**src/rtl/phy_reg_free_list_pkg.sv**
```systemverilog
// Shared physical-register constants and types
// used by the free list, register file and rename table.
package phy_reg_free_list_pkg;

    localparam int PHY_REGS  = 64;
    localparam int ARCH_REGS = 32;
    localparam int SICS      = 2;
    localparam int PRW       = $clog2(PHY_REGS);
    localparam int DEPTH     = PHY_REGS - ARCH_REGS;

    typedef logic [PRW-1:0] phy_reg_t;

endpackage

```
**src/rtl/phy_reg_free_list_if.sv**
```systemverilog
// Allocate/free port bundle between the rename
// requesters (master) and the free list (slave).
interface phy_reg_free_list_if
    import phy_reg_free_list_pkg::*;
#(
    parameter int NUM_SICS = SICS,
    parameter int W        = PRW
);

    logic [NUM_SICS-1:0]        alloc_req;
    logic [NUM_SICS-1:0]        alloc_gnt;
    logic [NUM_SICS-1:0]        alloc_wen;
    logic [NUM_SICS-1:0][W-1:0] alloc_pr;
    logic [NUM_SICS-1:0]        free_valid;
    logic [NUM_SICS-1:0][W-1:0] free_pr;

    modport master (
        output alloc_req,
        output free_valid,
        output free_pr,
        input  alloc_gnt,
        input  alloc_wen,
        input  alloc_pr
    );

    modport slave (
        input  alloc_req,
        input  free_valid,
        input  free_pr,
        output alloc_gnt,
        output alloc_wen,
        output alloc_pr
    );

endinterface

```
**src/rtl/phy_reg_free_list_rr_grant_select.sv**
```systemverilog
// Rotating-priority grant of up to avail slots
// among N requesters, with per-requester slot offset.
module phy_reg_free_list_rr_grant_select #(
    parameter int N   = 2,
    parameter int CW  = 4,
    parameter int RRW = 1
) (
    input  logic [N-1:0]         req,
    input  logic [RRW-1:0]       rr,
    input  logic [CW-1:0]        avail,
    output logic [N-1:0]         gnt,
    output logic [N-1:0][CW-1:0] slot,
    output logic [CW-1:0]        ngnt,
    output logic [RRW-1:0]       rr_nxt
);

    always_comb begin
        int k;
        int g;
        int j;
        int last;
        logic denied;
        logic [RRW-1:0] idx;
        gnt    = '0;
        slot   = '0;
        k      = 0;
        g      = 0;
        j      = 0;
        last   = int'(rr);
        denied = 1'b0;
        idx    = '0;
        for (int i = 0; i < N; i++) begin
            j = int'(rr) + i;
            if (j >= N) j = j - N;
            idx = RRW'(j);
            // idle requesters consume no slot
            if (req[idx]) begin
                if (k < int'(avail)) begin
                    gnt[idx]  = 1'b1;
                    slot[idx] = CW'(k);
                    last      = j;
                    g         = g + 1;
                end else begin
                    denied = 1'b1;
                end
                k = k + 1;
            end
        end
        ngnt = CW'(g);
        j    = last + 1;
        if (j >= N) j = 0;
        rr_nxt = (denied && g > 0) ? RRW'(j) : rr;
    end

endmodule

```
**src/rtl/phy_reg_free_list.sv**
```systemverilog
// Physical register allocator: circular free list with
// multi-port rotating grant and retirement reclaim.
module phy_reg_free_list
    import phy_reg_free_list_pkg::*;
#(
    parameter int NUM_PHY_REGS  = PHY_REGS,
    parameter int NUM_SICS      = SICS,
    parameter int NUM_ARCH_REGS = ARCH_REGS
) (
    input  logic clk,
    input  logic rst,
    phy_reg_free_list_if.slave bus,
    output logic [$clog2(NUM_PHY_REGS-NUM_ARCH_REGS+1)-1:0] free_count,
    output logic empty
);

    localparam int DW   = NUM_PHY_REGS - NUM_ARCH_REGS;
    localparam int IW   = $clog2(NUM_PHY_REGS);
    localparam int CW   = $clog2(DW + 1);
    localparam int PTRW = DW > 1 ? $clog2(DW) : 1;
    localparam int RRW  = NUM_SICS > 1 ? $clog2(NUM_SICS) : 1;

    logic [IW-1:0]                 fifo [DW];
    logic [PTRW-1:0]               head;
    logic [PTRW-1:0]               tail;
    logic [CW-1:0]                 count;
    logic [CW-1:0]                 avail;
    logic [CW-1:0]                 ngnt;
    logic [CW-1:0]                 npush;
    logic [RRW-1:0]                rr;
    logic [RRW-1:0]                rr_nxt;
    logic [NUM_SICS-1:0]           gnt;
    logic [NUM_SICS-1:0]           push;
    logic [NUM_SICS-1:0][CW-1:0]   slot;
    logic [NUM_SICS-1:0][PTRW-1:0] wptr;

    // explicit wrap: DW need not be a power of two
    function automatic logic [PTRW-1:0] wrap(
        input logic [PTRW-1:0] base,
        input logic [CW-1:0]   off
    );
        int unsigned s;
        s = int'(base) + int'(off);
        return PTRW'(s % DW);
    endfunction

    // no grants while reset is held
    assign avail = rst ? '0 : count;

    phy_reg_free_list_rr_grant_select #(
        .N   (NUM_SICS),
        .CW  (CW),
        .RRW (RRW)
    ) u_sel (
        .req    (bus.alloc_req),
        .rr     (rr),
        .avail  (avail),
        .gnt    (gnt),
        .slot   (slot),
        .ngnt   (ngnt),
        .rr_nxt (rr_nxt)
    );

    assign bus.alloc_gnt = gnt;
    assign bus.alloc_wen = gnt;

    always_comb begin
        bus.alloc_pr = '0;
        for (int s = 0; s < NUM_SICS; s++) begin
            bus.alloc_pr[s] = fifo[wrap(head, slot[s])];
        end
    end

    always_comb begin
        push  = '0;
        wptr  = '0;
        npush = '0;
        for (int i = 0; i < NUM_SICS; i++) begin
            push[i] = bus.free_valid[i] &&
                      (int'(bus.free_pr[i]) >= NUM_ARCH_REGS);
            wptr[i] = wrap(tail, npush);
            if (push[i]) npush = npush + CW'(1);
        end
    end

    always_ff @(posedge clk) begin
        if (rst) begin
            for (int i = 0; i < DW; i++) begin
                fifo[i] <= IW'(NUM_ARCH_REGS + i);
            end
            head  <= '0;
            tail  <= '0;
            count <= CW'(DW);
            rr    <= '0;
        end else begin
            for (int i = 0; i < NUM_SICS; i++) begin
                if (push[i]) fifo[wptr[i]] <= bus.free_pr[i];
            end
            head  <= wrap(head, ngnt);
            tail  <= wrap(tail, npush);
            count <= count - ngnt + npush;
            rr    <= rr_nxt;
        end
    end

    assign free_count = count;
    assign empty      = (count == '0);

`ifndef SYNTHESIS
    logic [NUM_PHY_REGS-1:0] in_list;

    always_ff @(posedge clk) begin
        if (rst) begin
            for (int r = 0; r < NUM_PHY_REGS; r++) begin
                in_list[r] <= (r >= NUM_ARCH_REGS);
            end
        end else begin
            for (int s = 0; s < NUM_SICS; s++) begin
                if (gnt[s]) in_list[bus.alloc_pr[s]] <= 1'b0;
            end
            for (int s = 0; s < NUM_SICS; s++) begin
                if (push[s]) in_list[bus.free_pr[s]] <= 1'b1;
            end
        end
    end

    always_ff @(posedge clk) begin
        if (!rst) begin
            assert (int'(count) - int'(ngnt) + int'(npush) <= DW)
            else $fatal(1, "free list overflow");
            for (int s = 0; s < NUM_SICS; s++) begin
                if (bus.free_valid[s]) begin
                    assert (int'(bus.free_pr[s]) < NUM_PHY_REGS)
                    else $fatal(1, "free_pr out of range");
                end
                if (push[s]) begin
                    assert (!in_list[bus.free_pr[s]])
                    else $fatal(1, "double free");
                    for (int t = s + 1; t < NUM_SICS; t++) begin
                        if (push[t]) begin
                            assert (bus.free_pr[s] != bus.free_pr[t])
                            else $fatal(1, "same register freed twice");
                        end
                    end
                end
            end
        end
    end
`endif

endmodule
```
**src/flat_wrapper.sv**
```systemverilog
// flat-port wrapper written by rule: the top's interface ports become plain ports
module phy_reg_free_list_flat import phy_reg_free_list_pkg::*;
#(
    parameter int NUM_PHY_REGS  = PHY_REGS,
    parameter int NUM_SICS      = SICS,
    parameter int NUM_ARCH_REGS = ARCH_REGS
)
  (clk, rst, free_count, empty, bus_alloc_req, bus_free_valid, bus_free_pr, bus_alloc_gnt, bus_alloc_wen, bus_alloc_pr);
  phy_reg_free_list_if #(.NUM_SICS(NUM_SICS)) bus_i ();
  input  logic clk;
  input  logic rst;
  output logic [$clog2(NUM_PHY_REGS-NUM_ARCH_REGS+1)-1:0] free_count;
  output logic empty;
  input wire logic [$bits(bus_i.alloc_req)-1:0] bus_alloc_req;
  input wire logic [$bits(bus_i.free_valid)-1:0] bus_free_valid;
  input wire logic [$bits(bus_i.free_pr)-1:0] bus_free_pr;
  output wire logic [$bits(bus_i.alloc_gnt)-1:0] bus_alloc_gnt;
  output wire logic [$bits(bus_i.alloc_wen)-1:0] bus_alloc_wen;
  output wire logic [$bits(bus_i.alloc_pr)-1:0] bus_alloc_pr;
  assign bus_i.alloc_req = bus_alloc_req;
  assign bus_i.free_valid = bus_free_valid;
  assign bus_i.free_pr = bus_free_pr;
  assign bus_alloc_gnt = bus_i.alloc_gnt;
  assign bus_alloc_wen = bus_i.alloc_wen;
  assign bus_alloc_pr = bus_i.alloc_pr;
  phy_reg_free_list #(.NUM_PHY_REGS(NUM_PHY_REGS), .NUM_SICS(NUM_SICS), .NUM_ARCH_REGS(NUM_ARCH_REGS)) u_core (.clk(clk), .rst(rst), .bus(bus_i), .free_count(free_count), .empty(empty));
endmodule
```
**config.mk**
```make
export PLATFORM = sky130hd
export DESIGN_NAME = phy_reg_free_list_flat
export DESIGN_NICKNAME = d
export VERILOG_FILES = /design/src/rtl/phy_reg_free_list_pkg.sv /design/src/rtl/phy_reg_free_list_if.sv /design/src/rtl/phy_reg_free_list_rr_grant_select.sv /design/src/rtl/phy_reg_free_list.sv /design/src/flat_wrapper.sv
export SDC_FILE = /design/constraint.sdc
export NUM_CORES = 1
export LEC_CHECK = 0
export CAP_MARGIN = 15
export CORE_MARGIN = 2
export CORE_UTILIZATION = 60
export CTS_CLUSTER_DIAMETER = 40
export DETAILED_ROUTE_END_ITERATION = 8
export PLACE_DENSITY_LB_ADDON = 0.15
export SYNTH_ARGS = -nofsm -noshare
export SYNTH_HDL_FRONTEND = slang
export SYNTH_SLANG_ARGS = --single-unit
```
**constraint.sdc**
```tcl
create_clock -name clk -period 3.63 [get_ports clk]
set_input_delay 0.363 -clock clk [delete_from_list [all_inputs] [get_ports clk]]
set_output_delay 0.363 -clock clk [all_outputs]
set_load 0.02 [all_outputs]
```
==> flow_results.xml <==
<?xml version="1.0" encoding="UTF-8"?>
<metrics>
  <group name="sta">
    <metric name="fin_worst_skew" unit="ps">26.2</metric>
    <metric name="worst_slew_pin_slew" unit="ps">872</metric>
    <metric name="final.setup.worst_slack" unit="ps">70.1</metric>
    <metric name="fmax" unit="MHz">281</metric>
    <metric name="rsz0062_at_grt" unit="">yes</metric>
    <metric name="maxSlewViolCount" unit="">0</metric>
    <metric name="final.setup.tns" unit="ps">0</metric>
    <metric name="post-route-min-period" unit="ps">3560</metric>
    <metric name="max_transition_margin" unit="">0.419</metric>
    <metric name="final_hold_viol_count" unit="">0</metric>
    <metric name="hold_ws" unit="ps">616</metric>
    <metric name="setup_viol_count_final" unit="">0</metric>
    <metric name="fin_crit_sh" unit="">0.981</metric>
  </group>
  <group name="logic_synthesis">
    <metric name="yosys.cell_count.top_type" unit="">edfxtp_1</metric>
    <metric name="ys_top_cells_by_area" unit="">edfxtp_1, mux4_2, mux2i_1</metric>
    <metric name="synth_area" unit="um^2">13700</metric>
    <metric name="warnings_from_yosys" unit="">0</metric>
    <metric name="ys.flop_type" unit="">edfxtp_1</metric>
    <metric name="async_flop_share" unit="">0</metric>
    <metric name="postSynthAreaPerCell" unit="um^2">12.0</metric>
    <metric name="syn-instance-count" unit="">1145</metric>
    <metric name="synth_commonest_cells" unit="">edfxtp_1, mux2i_1, nand2_1, mux4_2, nor2_1</metric>
    <metric name="synth_enable_flop_cells" unit="">192</metric>
    <metric name="synth-seq-area-share" unit="">0.444</metric>
    <metric name="synth-seq-cells" unit="">209</metric>
    <metric name="yosysUniqueCellTypes" unit="">66</metric>
    <metric name="synth_top_area_frac" unit="">0.419</metric>
    <metric name="synth.largest_area_cell" unit="">edfxtp_1</metric>
  </group>
  <group name="cells_and_area">
    <metric name="areaGrowthSynthToFinish" unit="%">22.1</metric>
    <metric name="antenna_cells_inserted" unit="">0</metric>
    <metric name="layout.cell_area.non_filler" unit="um^2">16800</metric>
    <metric name="filler_cell_count" unit="">1480</metric>
    <metric name="multi_input_comb_area" unit="um^2">7400</metric>
    <metric name="area.sequential" unit="um^2">6110</metric>
    <metric name="layout.nets" unit="">1318</metric>
    <metric name="layout-drive-gt1-share" unit="">0.278</metric>
  </group>
  <group name="clock_tree">
    <metric name="numClockSinks" unit="">209</metric>
    <metric name="cts_buffer_depth" unit="">3</metric>
    <metric name="tritoncts" unit="">built</metric>
    <metric name="htreeDepth" unit="">2</metric>
    <metric name="clk_transition_reported_paths" unit="ps">60</metric>
    <metric name="postCtsHoldBufs" unit="">0</metric>
    <metric name="clk-insertion-delay-late" unit="ps">520</metric>
    <metric name="cts_inserted_buffers" unit="">37</metric>
    <metric name="buffer_type_at_the_clock_tree_root" unit="">clkbuf_16</metric>
  </group>
  <group name="grt">
    <metric name="first_global_vias" unit="">10700</metric>
    <metric name="grt_util_all_layers" unit="">0.365</metric>
    <metric name="wire_length_of_the_first_global_routing_pass" unit="mm">65.3</metric>
    <metric name="gr-total-overflow" unit="">0</metric>
    <metric name="grt_start_max_net_pins" unit="">58</metric>
    <metric name="antenna_found_initial" unit="">0</metric>
  </group>
  <group name="die">
    <metric name="placement_rows" unit="">55</metric>
    <metric name="die-height" unit="um">155</metric>
    <metric name="die_width" unit="um">155</metric>
    <metric name="dieArea" unit="um^2">24100</metric>
    <metric name="floorplan.initialDensity" unit="">0.609</metric>
    <metric name="ios" unit="">41</metric>
    <metric name="design.core.area" unit="um^2">22600</metric>
  </group>
  <group name="power">
    <metric name="power.ir.vdd_worst" unit="V">0.000432</metric>
    <metric name="power_per_cell_area" unit="nW/um^2">629</metric>
    <metric name="power_leakage" unit="nW">5.79</metric>
    <metric name="p_total" unit="mW">10.6</metric>
  </group>
  <group name="route">
    <metric name="routedWlPerCell" unit="um">27.3</metric>
    <metric name="initialDrtViolationCount" unit="">1669</metric>
    <metric name="drt_drc_violations_left" unit="">0</metric>
    <metric name="drt_pre_antenna_iters" unit="">6</metric>
    <metric name="routed_wl" unit="mm">43.4</metric>
    <metric name="antenna_violating_nets_post_route" unit="">0</metric>
    <metric name="dr_total_vias" unit="">11000</metric>
    <metric name="viasPerCell" unit="">6.92</metric>
  </group>
  <group name="worst_setup_path">
    <metric name="worst_setup_path_end_kind" unit="">output pin</metric>
    <metric name="crit_required" unit="ps">3270</metric>
    <metric name="critPathLaunchType" unit="">flip-flop</metric>
    <metric name="timing.setup.critical_path_class" unit="">reg2out</metric>
    <metric name="reg2reg_setup_slack" unit="ps">370</metric>
    <metric name="worst_ep_arrival_time" unit="ps">3200</metric>
    <metric name="path_max_fanout" unit="">14</metric>
  </group>
  <group name="place">
    <metric name="globalplace.congestion" unit="">0.922</metric>
    <metric name="detailed_place_hpwl" unit="mm">30.0</metric>
    <metric name="place_ws" unit="ps">-358</metric>
    <metric name="placement.io_buffers" unit="">40</metric>
    <metric name="dpl_cell_area" unit="um^2">15200</metric>
  </group>
  <group name="worst_hold_path">
    <metric name="min-delay-path-class" unit="">in2reg</metric>
  </group>
  <group name="status">
    <metric name="outcome" unit="">finished clean</metric>
  </group>
  <group name="flow_run">
    <metric name="cap_viol_max_count" unit="">0</metric>
  </group>
</metrics>
[worst max-delay path, stage by stage, from the launching register on]
cell and delay (ps):
dfxtp_1 360, nor3_2 70, a21oi_2 220, nand3_4 150, nor2_4 130, ha_4 140, ha_2 300, buf_12 170
buf_12 150, mux4_2 250, mux2i_4 80, buf_4 150, a221oi_2 290, buf_4 200
[area by class of cell]
class | count | share of cell area
clock buffer | 39 | 0.0582
clock inverter | 28 | 0.0187
inverter | 35 | 0.00783
multi-input combinational | 834 | 0.441
sequential | 209 | 0.364
tap | 285 | 0.0212
timing repair buffer | 159 | 0.0891
[timing repair]
action                                  4_1_cts  5_1_grt
pin swaps                                     0        3
gates cloned                                  2        1
endpoints found under the setup margin       12       13
resized for setup                            73       29
buffers inserted                              1        1
[state kept, by name (all words and copies together), names as in the netlist]
name and cells:
u_core.fifo 192, u_core.free_count 6, u_core.head 5, u_core.rr 1, u_core.tail 5
[per-stage QoR]
step	std cells	utilization
final	1589	0.744
after floorplan	1176	-
after detailed placement	1517	0.675
after CTS	1587	0.739
after global routing	1589	0.744
after global placement	1517	0.675
[power breakdown]
| part | total [mW] | switching (mW) | internal [mW] |
|---|---|---|---|
| registers | 2.84 | 0.0994 | 2.74 |
| logic | 4.09 | 2.01 | 2.07 |
| clock network | 3.63 | 1.29 | 2.34 |
[worst paths after layout]
kind / start / to / cells past startpoint
min reg2reg: u_core.head[4] / u_core.head[4] / 2
min: bus_free_pr[2] / u_core.fifo[18][2] / 3
max: u_core.free_count[3] / bus_alloc_pr[2] / 13
max reg2reg: u_core.rr / u_core.free_count[5] / 15
[layer usage]
| layer | global-route usage | part of all wire |
|---|---|---|
| met5 | 0 | 0 |
| met4 | 0.166 | 0.053 |
| met3 | 0.0969 | 0.14 |
| met2 | 0.546 | 0.44 |
| met1 | 0.506 | 0.37 |
[placed cells by master (no fill, tap or decap), types with 12 or more instances in the layout]
| master | Yosys | layout |
|---|---|---|
| conb_1 | 1 | 32 |
| clkdlybuf4s50_1 | 0 | 26 |
| mux2i_1 | 157 | 149 |
| nand2_1 | 143 | 143 |
| mux4_2 | 96 | 96 |
| nor2b_1 | 12 | 12 |
| nor3_1 | 34 | 33 |
| edfxtp_1 | 192 | 192 |
| clkbuf_16 | 0 | 40 |
| or3_1 | 24 | 24 |
| ha_1 | 20 | 16 |
| nand3_1 | 22 | 21 |
| a31oi_1 | 24 | 24 |
| dfxtp_1 | 17 | 17 |
| buf_4 | 9 | 103 |
| buf_12 | 0 | 16 |
| nor2_1 | 90 | 88 |
| inv_1 | 27 | 27 |
[kinds of logic (layout without fill, tap and decap cells)]
| family | after synthesis | count (layout) | share of synthesized area |
|---|---|---|---|
| adders and majority gates | 24 | 24 | 0.0240 |
| AOI/OAI and AO/OA | 114 | 114 | 0.0643 |
| xor gates and xnor gates | 13 | 13 | 0.00937 |
| and+or+nand+nor | 389 | 389 | 0.138 |
| muxes | 262 | 262 | 0.279 |
| other | 1 | 32 | 0.000273 |
| buffers and inverters | 133 | 261 | 0.0410 |
| DFF | 209 | 209 | 0.444 |
No activity file was read; power rests on OpenSTA's default activity.
